<file path="config.mk">
export PLATFORM = sky130hd
export DESIGN_NAME = ddr4_cmd_gen
export DESIGN_NICKNAME = d
export VERILOG_FILES = /design/src/rtl/ddr4_pkg.sv /design/src/rtl/bank_row_table.sv /design/src/rtl/ddr4_cmd_gen.sv
export SDC_FILE = /design/constraint.sdc
export NUM_CORES = 1
export LEC_CHECK = 0
export ABC_AREA = 1
export CORE_ASPECT_RATIO = 1.2
export CORE_MARGIN = 2
export CORE_UTILIZATION = 61
export DETAILED_ROUTE_END_ITERATION = 7
export HOLD_SLACK_MARGIN = 0.15
export PLACE_DENSITY_LB_ADDON = 0.15
export SETUP_SLACK_MARGIN = 0.2
export SYNTH_ARGS = -nofsm -noshare
export SYNTH_HDL_FRONTEND = slang
export SYNTH_SLANG_ARGS = --single-unit
</file>
<file path="constraint.sdc">
create_clock -name clk -period 4.1 [get_ports clk]
set_input_delay 0.82 -clock clk [delete_from_list [all_inputs] [get_ports clk]]
set_output_delay 0.82 -clock clk [all_outputs]
set_load 0.1 [all_outputs]
</file>
<file path="src/rtl/ddr4_pkg.sv">
// ---------------------------------------------------------------------------
// ddr4_pkg
// Shared definitions for the DDR4 host command generator:
//   cmdgen_state_t  - command sequencer states
//   lookup_t        - open-page table classification of a request
//   RAS_CAS_WE_*    - A16..A14 (ras_n, cas_n, we_n) patterns for PRE/RD/WR
//   A10_POS         - A10 (auto-precharge / all-bank) pin position
//   CNT_WIDTH       - width of the command spacing down-counter
// ---------------------------------------------------------------------------
package ddr4_pkg;

    typedef enum logic [2:0] {
        ST_IDLE,
        ST_PRE,
        ST_WAIT_RP,
        ST_ACT,
        ST_WAIT_RCD,
        ST_CMD
    } cmdgen_state_t;

    typedef enum logic [1:0] {
        LK_EMPTY,
        LK_HIT,
        LK_MISS
    } lookup_t;

    localparam logic [2:0] RAS_CAS_WE_PRE = 3'b010;
    localparam logic [2:0] RAS_CAS_WE_RD  = 3'b101;
    localparam logic [2:0] RAS_CAS_WE_WR  = 3'b100;

    localparam int A10_POS   = 10;
    localparam int CNT_WIDTH = 8;

endpackage

</file>
<file path="src/rtl/bank_row_table.sv">
// ---------------------------------------------------------------------------
// bank_row_table
// Open-page table: one {valid, row} entry per bank ({bg,ba} index).
// Ports:
//   clk, reset          - clock, synchronous active-high reset (clears valid)
//   set_en/set_bank/set_row - mark an entry open with a row (ACT issued)
//   clr_en/clr_bank         - mark an entry closed (PRE issued)
//   lk_bank/lk_row          - combinational lookup key
//   lk_result               - LK_HIT / LK_EMPTY / LK_MISS for the key
// ---------------------------------------------------------------------------
module bank_row_table
    import ddr4_pkg::*;
#(
    parameter int BANKW = 4,
    parameter int ROWW  = 17
) (
    input  logic             clk,
    input  logic             reset,
    input  logic             set_en,
    input  logic [BANKW-1:0] set_bank,
    input  logic [ROWW-1:0]  set_row,
    input  logic             clr_en,
    input  logic [BANKW-1:0] clr_bank,
    input  logic [BANKW-1:0] lk_bank,
    input  logic [ROWW-1:0]  lk_row,
    output lookup_t          lk_result
);

    localparam int NBANKS = 1 << BANKW;

    logic [NBANKS-1:0] valid_reg;
    logic [ROWW-1:0]   row_reg [NBANKS];
    logic [NBANKS-1:0] set_sel;
    logic [NBANKS-1:0] clr_sel;

    genvar gi;
    generate
        for (gi = 0; gi < NBANKS; gi++) begin : g_dec
            assign set_sel[gi] = set_en && (set_bank == BANKW'(gi));
            assign clr_sel[gi] = clr_en && (clr_bank == BANKW'(gi));
        end
    endgenerate

    always_ff @(posedge clk) begin
        if (reset) begin
            valid_reg <= '0;
        end else begin
            for (int i = 0; i < NBANKS; i++) begin
                if (set_sel[i]) begin
                    valid_reg[i] <= 1'b1;
                end else if (clr_sel[i]) begin
                    valid_reg[i] <= 1'b0;
                end
            end
        end
    end

    // Row contents only matter while the entry is valid, so no reset needed.
    always_ff @(posedge clk) begin
        for (int i = 0; i < NBANKS; i++) begin
            if (set_sel[i]) begin
                row_reg[i] <= set_row;
            end
        end
    end

    always_comb begin
        lk_result = LK_EMPTY;
        if (valid_reg[lk_bank]) begin
            lk_result = (row_reg[lk_bank] == lk_row) ? LK_HIT : LK_MISS;
        end
    end

endmodule

</file>
<file path="src/rtl/ddr4_cmd_gen.sv">
// ---------------------------------------------------------------------------
// ddr4_cmd_gen
// Host-side DDR4 command generator. Accepts single read/write requests over a
// valid/ready handshake and drives PRE/ACT/RD/WR on the DIMM command pins,
// tracking open rows per bank and enforcing tRP, tRCD and tCCD spacing.
// Ports:
//   clk, reset               - clock, synchronous active-high reset
//   req_valid/req_ready      - request handshake
//   req_wr/bg/ba/row/col     - request fields, sampled on the handshake only
//   stall                    - from DIMM, high = do not issue commands
//   done/done_hit            - one-cycle pulse with the RD/WR, hit flag
//   cke, cs_n, act_n, A, bg, ba - DIMM command pins (all registered)
//
// The state register names the sequencer position; a command that becomes
// eligible is written straight into the registered pins, so a command
// decided in cycle c is on the pins in cycle c+1. When stall blocks an
// eligible command the FSM parks in PRE/ACT/CMD (driving DES) until stall
// is sampled low.
// ---------------------------------------------------------------------------
module ddr4_cmd_gen
    import ddr4_pkg::*;
#(
    parameter int BGWIDTH   = 2,
    parameter int BAWIDTH   = 2,
    parameter int ADDRWIDTH = 17,
    parameter int COLWIDTH  = 10,
    parameter int TRP       = 4,
    parameter int TRCD      = 4,
    parameter int TCCD      = 4
) (
    input  logic                 clk,
    input  logic                 reset,
    input  logic                 req_valid,
    output logic                 req_ready,
    input  logic                 req_wr,
    input  logic [BGWIDTH-1:0]   req_bg,
    input  logic [BAWIDTH-1:0]   req_ba,
    input  logic [ADDRWIDTH-1:0] req_row,
    input  logic [COLWIDTH-1:0]  req_col,
    input  logic                 stall,
    output logic                 done,
    output logic                 done_hit,
    output logic                 cke,
    output logic                 cs_n,
    output logic                 act_n,
    output logic [ADDRWIDTH-1:0] A,
    output logic [BGWIDTH-1:0]   bg,
    output logic [BAWIDTH-1:0]   ba
);

    localparam int BANKW = BGWIDTH + BAWIDTH;
    localparam logic [CNT_WIDTH-1:0] TRP_LOAD  = CNT_WIDTH'(TRP - 1);
    localparam logic [CNT_WIDTH-1:0] TRCD_LOAD = CNT_WIDTH'(TRCD - 1);
    localparam logic [CNT_WIDTH-1:0] TCCD_LOAD = CNT_WIDTH'(TCCD - 1);

    // Sequencer state and spacing counter
    cmdgen_state_t         state_reg, state_next;
    cmdgen_state_t         want;
    logic [CNT_WIDTH-1:0]  cnt_reg, cnt_next;

    // Latched request
    logic                  lat_wr_reg;
    logic [BGWIDTH-1:0]    lat_bg_reg;
    logic [BAWIDTH-1:0]    lat_ba_reg;
    logic [ADDRWIDTH-1:0]  lat_row_reg;
    logic [COLWIDTH-1:0]   lat_col_reg;
    logic                  lat_hit_reg;

    // Registered outputs
    logic                  ready_reg, ready_next;
    logic                  cke_reg;
    logic                  cs_n_reg, cs_n_next;
    logic                  act_n_reg, act_n_next;
    logic [ADDRWIDTH-1:0]  a_reg, a_next;
    logic [BGWIDTH-1:0]    bg_reg, bg_next;
    logic [BAWIDTH-1:0]    ba_reg, ba_next;
    logic                  done_reg, done_next;
    logic                  done_hit_reg, done_hit_next;

    // Request currently being worked on: the live inputs on the handshake
    // cycle (so the first command can issue immediately), else the latch.
    logic                  handshake;
    logic                  cur_wr;
    logic [BGWIDTH-1:0]    cur_bg;
    logic [BAWIDTH-1:0]    cur_ba;
    logic [ADDRWIDTH-1:0]  cur_row;
    logic [COLWIDTH-1:0]   cur_col;
    logic                  cur_hit;

    logic                  tbl_set;
    logic                  tbl_clr;
    lookup_t               lk_result;

    logic [ADDRWIDTH-1:0]  pre_word;
    logic [ADDRWIDTH-1:0]  rdwr_word;

    assign handshake = (state_reg == ST_IDLE) && req_valid && ready_reg;
    assign cur_wr    = handshake ? req_wr  : lat_wr_reg;
    assign cur_bg    = handshake ? req_bg  : lat_bg_reg;
    assign cur_ba    = handshake ? req_ba  : lat_ba_reg;
    assign cur_row   = handshake ? req_row : lat_row_reg;
    assign cur_col   = handshake ? req_col : lat_col_reg;
    assign cur_hit   = handshake ? (lk_result == LK_HIT) : lat_hit_reg;

    bank_row_table #(
        .BANKW (BANKW),
        .ROWW  (ADDRWIDTH)
    ) u_table (
        .clk       (clk),
        .reset     (reset),
        .set_en    (tbl_set),
        .set_bank  ({cur_bg, cur_ba}),
        .set_row   (cur_row),
        .clr_en    (tbl_clr),
        .clr_bank  ({cur_bg, cur_ba}),
        .lk_bank   ({req_bg, req_ba}),
        .lk_row    (req_row),
        .lk_result (lk_result)
    );

    // Command address words
    always_comb begin
        pre_word                           = '0;
        pre_word[ADDRWIDTH-1 -: 3]         = RAS_CAS_WE_PRE;
        pre_word[A10_POS]                  = 1'b0;

        rdwr_word                          = '0;
        rdwr_word[COLWIDTH-1:0]            = cur_col;
        rdwr_word[A10_POS]                 = 1'b0;
        rdwr_word[ADDRWIDTH-1 -: 3]        = cur_wr ? RAS_CAS_WE_WR : RAS_CAS_WE_RD;
    end

    // Next-state and output decode
    always_comb begin
        state_next    = state_reg;
        cnt_next      = (cnt_reg == '0) ? '0 : cnt_reg - 1'b1;
        want          = ST_IDLE;
        cs_n_next     = 1'b1;
        act_n_next    = 1'b1;
        a_next        = '0;
        bg_next       = '0;
        ba_next       = '0;
        done_next     = 1'b0;
        done_hit_next = 1'b0;
        tbl_set       = 1'b0;
        tbl_clr       = 1'b0;

        // Which command (if any) is eligible this cycle
        case (state_reg)
            ST_IDLE: begin
                if (handshake) begin
                    case (lk_result)
                        LK_HIT:  want = ST_CMD;
                        LK_MISS: want = ST_PRE;
                        default: want = ST_ACT;
                    endcase
                end
            end
            ST_WAIT_RP:  if (cnt_reg == '0) want = ST_ACT;
            ST_WAIT_RCD: if (cnt_reg == '0) want = ST_CMD;
            ST_PRE, ST_ACT, ST_CMD: want = state_reg;
            default: state_next = ST_IDLE;
        endcase

        if (want != ST_IDLE) begin
            if (stall) begin
                // Park on the blocked command; pins stay DES.
                state_next = want;
            end else begin
                cs_n_next = 1'b0;
                bg_next   = cur_bg;
                ba_next   = cur_ba;
                case (want)
                    ST_PRE: begin
                        a_next     = pre_word;
                        cnt_next   = TRP_LOAD;
                        tbl_clr    = 1'b1;
                        state_next = ST_WAIT_RP;
                    end
                    ST_ACT: begin
                        act_n_next = 1'b0;
                        a_next     = cur_row;
                        cnt_next   = TRCD_LOAD;
                        tbl_set    = 1'b1;
                        state_next = ST_WAIT_RCD;
                    end
                    default: begin
                        a_next        = rdwr_word;
                        done_next     = 1'b1;
                        done_hit_next = cur_hit;
                        cnt_next      = TCCD_LOAD;
                        state_next    = ST_IDLE;
                    end
                endcase
            end
        end

        // Ready is registered, so it is predicted from the next state/count.
        ready_next = (state_next == ST_IDLE) && (cnt_next == '0) && !stall;
    end

    always_ff @(posedge clk) begin
        if (reset) begin
            state_reg    <= ST_IDLE;
            cnt_reg      <= '0;
            ready_reg    <= 1'b0;
            cke_reg      <= 1'b0;
            cs_n_reg     <= 1'b1;
            act_n_reg    <= 1'b1;
            a_reg        <= '0;
            bg_reg       <= '0;
            ba_reg       <= '0;
            done_reg     <= 1'b0;
            done_hit_reg <= 1'b0;
        end else begin
            state_reg    <= state_next;
            cnt_reg      <= cnt_next;
            ready_reg    <= ready_next;
            cke_reg      <= 1'b1;
            cs_n_reg     <= cs_n_next;
            act_n_reg    <= act_n_next;
            a_reg        <= a_next;
            bg_reg       <= bg_next;
            ba_reg       <= ba_next;
            done_reg     <= done_next;
            done_hit_reg <= done_hit_next;
        end
    end

    // Request latch: data only, qualified by the handshake.
    always_ff @(posedge clk) begin
        if (handshake) begin
            lat_wr_reg  <= req_wr;
            lat_bg_reg  <= req_bg;
            lat_ba_reg  <= req_ba;
            lat_row_reg <= req_row;
            lat_col_reg <= req_col;
            lat_hit_reg <= (lk_result == LK_HIT);
        end
    end

    assign req_ready = ready_reg;
    assign cke       = cke_reg;
    assign cs_n      = cs_n_reg;
    assign act_n     = act_n_reg;
    assign A         = a_reg;
    assign bg        = bg_reg;
    assign ba        = ba_reg;
    assign done      = done_reg;
    assign done_hit  = done_hit_reg;

endmodule
</file>
After elaboration in Yosys (flattened, before gate mapping):

Memories as Yosys holds them, arrays and structs flattened.
Cells that the tools add are included.
Widths: inputs -> output; s select.

* memories: 1
* register bits: 87
* memory bits (writable): 272
* input port bits: 36
* word-level logic and storage cells: 285

Memory list
* u_table.row_reg: depth 16, width 17, rd ports 1, clocked after Yosys merged registers in 0, wr ports 1, RTL line bank_row_table.sv:32 `logic [ROWW-1:0] row_reg [NBANKS];`

* reductions and logical operators: 80
* equality and inequality tests: 25
* mux-type cells: 143
* $lt $le $gt $ge: 1
* add/subtract/negate cells: 1
* bitwise operators: 1

Operators by type and width (count)
* $mux 17: 16
* $reduce_or 17->1: 15
* $mux 1: 93
* $mux 4: 15
* $logic_and 1x1->1: 36
* $pmux 17 s2: 1
* $eq 4x4->1 const B: 8
* $reduce_bool 2->1: 16
* $mux 8: 3
* $eq 17x17->1: 1
* $eq 4x3->1 const B: 4
* $logic_not 8->1: 2
* $mux 3: 5
* $pmux 3 s2: 2
* $pmux 3 s4: 1
* $mux 10: 1
* $mux 2: 5
* $eq 3x2->1 const B: 3
* $eq 4x2->1 const B: 2
* $sub 8x1->8 const B: 1
* $eq 3x1->1 const B: 2
* $eq 3x3->1 const B: 2
* $logic_not 3->1: 2
* $reduce_or 3->1: 2
* other kinds (12): 13

Logic depth before layout (Yosys ltp):

An unclocked memory read counts as a cell.

* depth in word-level cells: 31
* mapped depth: 20

By module:

Synthesis repeated with hierarchy kept, for this count alone.

* cells, all modules: 1567
* area total of the unflattened synthesis: 15393.5 um^2

By module, submodules not included
* bank_row_table: cells each 1218, area each 12539.5 um^2, times used 1
* ddr4_cmd_gen: cells each 349, area each 2854.0 um^2, times used 1

Least setup slack after synthesis:

OpenSTA, ideal clock, no wires.

* kind: register -> register
* start: reg ready_reg, in the netlist req_ready
* end: mem u_table.row_reg[0][0] (enable)
* buffers on the path: 2
* library setup time: 392 ps
* arrival time: 3020 ps
* required time: 3708 ps
* clock period less this slack: 3412 ps
* stages on the path, launching flop included: 11
* slack: 688 ps
* cells stage by stage: dfxtp_1 nand4_2 inv_1 clkbuf_1 nand2_1 nand2_1 nand2_1 nor2_1 inv_2 buf_2 nor2_1

* elaborated cells on any way between the ends: 119
* those cells by class: 16 x eq/ne; 69 x mux; 34 x reduce/logical

RTL lines
* start, declared: RTL line ddr4_cmd_gen.sv:70 `logic ready_reg, ready_next;`
* start signal, assigned: RTL line ddr4_cmd_gen.sv:218 `ready_reg <= ready_next;`
* $logic_and 1x1->1 *: RTL line ddr4_cmd_gen.sv:97 `assign handshake = (state_reg == ST_IDLE) && req_valid && ready_reg;`
* $mux 3: RTL line ddr4_cmd_gen.sv:151 `if (handshake) begin`
* $pmux 3 s4: RTL line ddr4_cmd_gen.sv:149 `case (state_reg)`
* $eq 3x2->1: RTL line ddr4_cmd_gen.sv:173 `case (want)`
* $mux 1: RTL line ddr4_cmd_gen.sv:173
* $mux 1: RTL line ddr4_cmd_gen.sv:166 `if (stall) begin`
* $mux 1: RTL line ddr4_cmd_gen.sv:165 `if (want != ST_IDLE) begin`
* $logic_and 1x1->1 *: RTL line bank_row_table.sv:39 `assign set_sel[gi] = set_en && (set_bank == BANKW'(gi));`
* named net u_table.set_sel[0]: RTL line bank_row_table.sv:33 `logic [NBANKS-1:0] set_sel;`
* $mux 1 *: RTL line bank_row_table.sv:61 `if (set_sel[i]) begin`
* $mux 1 (not written as such) *: RTL line bank_row_table.sv:62 `row_reg[i] <= set_row;`
* $mux 1 (no source line) * (15 in series)
* end, declared: RTL line bank_row_table.sv:32

Mark *: on every way through the listed nets, which the timed path passes. The rest lies on a longest branch.

Worst setup path after layout:

* start: in req_ba[0]
* end: mem u_table.row_reg[6][3] (enable)

* elaborated cells on any way between the ends: 126
* those cells by class: 19 x eq/ne; 73 x mux; 33 x reduce/logical; 1 x memory

RTL lines
* start, declared: RTL line ddr4_cmd_gen.sv:37 `input logic [BAWIDTH-1:0] req_ba,`
* $mem_v2 16x17
* $eq 17x17->1: RTL line bank_row_table.sv:70 `lk_result = (row_reg[lk_bank] == lk_row) ? LK_HIT : LK_MISS;`
* $mux 2: RTL line bank_row_table.sv:70
* $mux 2: RTL line bank_row_table.sv:69 `if (valid_reg[lk_bank]) begin`
* $eq 2x2->1 / $eq 2x1->1 (equally long branches): RTL line ddr4_cmd_gen.sv:152 `case (lk_result)`
* $pmux 3 s2: RTL line ddr4_cmd_gen.sv:152
* $mux 3: RTL line ddr4_cmd_gen.sv:151
* $pmux 3 s4: RTL line ddr4_cmd_gen.sv:149
* [... 2 more ...]
* $mux 1: RTL line ddr4_cmd_gen.sv:166
* $mux 1: RTL line ddr4_cmd_gen.sv:165
* $logic_and 1x1->1 *: RTL line bank_row_table.sv:39
* named net u_table.set_sel[6]: RTL line bank_row_table.sv:33
* $mux 1 *: RTL line bank_row_table.sv:61
* $mux 1 (not written as such) *: RTL line bank_row_table.sv:62
* $reduce_or 17->1 (no source line)
* $mux 4 (no source line) / $mux 1 (equally long branches) (10 in series)

Mark *: on every way through the listed nets, which the timed path passes. The rest lies on a longest branch. The select of a mux whose other input is x is not followed.

==> results.py <==
metrics = {
    "logic_synthesis": {
        "synthArstFlopShare": 0,
        "syn-num-nets": 1585,
        "synth_xor_area_frac": 0,
        "synth_compound_area_frac": 0.05583,
        "synthSimpleGateAreaFrac": 0.2121,
        "syn_inst": 1547,
        "yosysSeqAreaShare": 0.6531,
        "yosys_warnings": 0,
        "synth_seq_cells": 359,
        "syn_avg_cell_area_um2": 9.807,
        "synth_top_cell_area_share": 0.5383,
        "synthAdderAreaFrac": 0.001649,
        "ys.flop_type": "edfxtp_1",
        "synth.distinct_cells": 37,
        "synth_most_common_cell": "nand2_1",
        "synth.area.mux_share": 0,
        "ys_top_cells_by_area": "edfxtp_1 54%, dfxtp_1 11%, nand2_1 9.5%",
        "synth_top_family_by_area": "simple AND/OR/NAND/NOR gates",
        "synth-edff-count": 272,
        "synth_common_cells": "385 x nand2_1, 272 x edfxtp_1, 207 x inv_1, 173 x nand3_1, 155 x nor2_1",
        "yosysTopAreaCell": "edfxtp_1",
        "syn_area_um2": 15170,
    },
    "drt": {
        "wire_per_inst_um": 19.21,
        "routedLengthMet1_mm": 15.05,
        "firstDrtPassIters": 5,
        "viasPerCell": 5.595,
        "routed_wirelength_mm": 37.99,
        "drc_errors": 0,
        "wl_met2_mm": 18.30,
        "vias": 11067,
        "highest_layer": "met4",
        "dr.first_iter.drc_count": 1268,
        "met3_length_mm": 3.127,
        "antenna_left": 0,
    },
    "sta": {
        "fmax_ghz": 0.3042,
        "setup_tns_ps": 0,
        "slew_headroom": 0.3405,
        "clock_skew_ps": 13.49,
        "min_period_ps": 3287,
        "period_share": 0.8018,
        "worst_pin_slew_ps": 986.1,
        "setup_viol": 0,
        "finalMaxSlewViolations": 0,
        "rsz0062_at_grt": "no",
        "finalHoldViolCount": 0,
        "holdWs_ps": 494.0,
    },
    "layout": {
        "finalNetCount": 1666,
        "multi_input_area_um2": 4130,
        "drive_gt1_frac": 0.08590,
        "antennaDiodeCount": 0,
        "seqCellArea_um2": 9910,
        "fin_util": 0.7067,
        "largest_reg_flops": 272,
        "area_growth_pct": 14.55,
        "stdcell_area_um2": 17380,
        "fillers": 1814,
    },
    "power_and_ir_drop": {
        "pwr-share-seq": 0.509,
        "combPwrFrac": 0.145,
        "p_clk_frac": 0.346,
        "vdd_ir_drop_max_v": 0.0004433,
        "cell_internal_pwr_uw": 6338,
        "power_per_cell_area_nw_per_um2": 492.9,
        "power.total_uw": 8567,
        "power.leakage_uw": 0.007057,
        "power_switching_share": 0.2602,
        "power_switching_uw": 2229,
    },
    "floorplanning": {
        "num_rows": 63,
        "dieArea_um2": 26160,
        "core_area_um2": 24590,
        "initial_core_util": 0.6169,
        "pin_count": 63,
        "fp.dieH_um": 176.8,
        "die_w_um": 148.0,
    },
    "worst_setup_path": {
        "worst-path-buf-inv": 5,
        "cpPeakStageDelay_ps": 400,
        "slowest_stage": "nor2_2",
        "arrival_ps": 3490,
        "cp.depth": 15,
        "crit_fanout": 62,
        "crit_required_ps": 4300,
        "r2r-end": "u_table.row_reg[6][3]",
        "critPathKind": "input pin to register",
        "ff2ff_path_depth": 11,
        "end_kind": "register",
        "cp_top_family": "simple AND/OR/NAND/NOR gates",
        "endpoint": "u_table.row_reg[6][3]",
        "ff2ff_setup_slack_ps": 1210,
        "worstPathCellList": "buf_4 > clkinv_2 > buf_12 > nand2_1 > nand3_1 > nand3_1 > nand3_1 > nand2_1 > nand2_1 > nand2_1 > nand2_1 > nor2_1 > inv_2 > nor2_2 > buf_4",
        "worstSetupStartpoint": "req_ba[0]",
        "reg2reg_from": "state_reg[2]",
        "start_kind": "input pin",
        "cpMostUsedCell": "nand2_1",
    },
    "clock_network": {
        "post_cts_buffers": 0,
        "clkLatencyLatePin_ps": 510,
        "cts_tree": "built",
        "htreeDepth": 2,
        "cts_root_buffer": "clkbuf_16",
        "clkSinkCount": 359,
        "cts_made_buffers": 35,
        "cts-hold-fix-buffers": 0,
        "cts_max_path_buffers": 3,
        "path_clk_slew_ps": 60,
        "cts_resized": 0,
    },
    "global_route": {
        "grt.total_usage": 0.2937,
        "grt_pass1_wl_mm": 58.23,
        "first_global_vias": 10664,
        "grt_overflow": 0,
        "grt_start_max_net_pins": 90,
        "grt_antenna_before_repair": 0,
    },
    "hold_path": {
        "min_path_type": "register to register",
        "hold_path_startpoint": "lat_wr_reg",
    },
    "placed_design": {
        "gp_congestion": 0.8823,
        "place_area_um2": 16350,
        "numPortBuffers": 62,
        "hpwlAfterDp_mm": 22.91,
    },
    "status": {
        "outcome": "completed",
    },
    "run": {
        "drv_cap": 0,
    },
}
-- per-stage QoR --
stage / instances / setup WS, ps
6_report: 1978 / 812.6
5_1_grt: 1978 / 507.6
4_1_cts: 1978 / 864.5
3_5_place_dp: 1916 / 324.5
3_3_place_gp: 1916 / 365.9
2_1_floorplan: 1547 / 688.3
-- power groups by stage --
stage | Clock [uW] | Sequential [uW] | Combinational, uW
global placement | 0 | 4430 | 1190
CTS | 2980 | 4360 | 1240
finish | 2960 | 4360 | 1250
floorplan | 0 | 4440 | 807
detailed placement | 0 | 4430 | 1230
global route | 3130 | 4370 | 1380
-- layout by cell type (no fill, tap or decap), types with 8 or more instances in the layout --
cell	netlist	routed
buf_4	15	45
o21ai_0	51	51
nand3_1	173	173
dfxtp_1	87	87
buf_12	0	8
and2_1	11	11
nand2_1	385	385
inv_1	207	207
clkdlybuf4s50_1	0	59
o21bai_1	16	16
or2_2	12	12
o211ai_1	15	15
nor2_1	155	139
a21oi_1	23	23
clkbuf_1	24	17
nor2_2	0	16
edfxtp_1	272	272
clkbuf_16	0	36
o21ai_1	20	20
-- cell type report --
type                       instances  share of cell area
timing repair buffer             114             0.06321
inverter                         214             0.04629
multi-input combinational        904              0.2377
sequential                       359              0.5702
tap                              325             0.02340
clock inverter                     6            0.001872
clock buffer                      56             0.05738
-- worst register-to-register path: cells and delay by family, from the launching register on --
| kind | cells | cell delay, ps |
|---|---|---|
| AND/OR/NAND/NOR | 5 | 900 |
| flip-flops | 1 | 350 |
| AO/OA/AOI/OAI | 1 | 480 |
| buffers and inverters | 5 | 850 |
-- per-layer routing --
layer	GRT usage	up-vias
met5	0	-
met3	0.05644	120
met1	0.3826	5223
li1	-	5217
met2	0.4907	507
met4	0.1147	0
-- cell families after synthesis --
logic type,after synthesis
fa+ha+maj,2
flops,359
compound gates,141
buf+inv,284
simple gates,761
-- worst min-delay path by stage --
| stage | cells after the start | endpoint |
|---|---|---|
| after detailed placement | 2 | lat_wr_reg |
| after global routing | 2 | lat_wr_reg |
| after CTS | 2 | lat_wr_reg |
| after floorplan | 2 | lat_wr_reg |
| final | 2 | lat_wr_reg |
| after global placement | 2 | lat_wr_reg |
(Power assumes the default switching activity.)
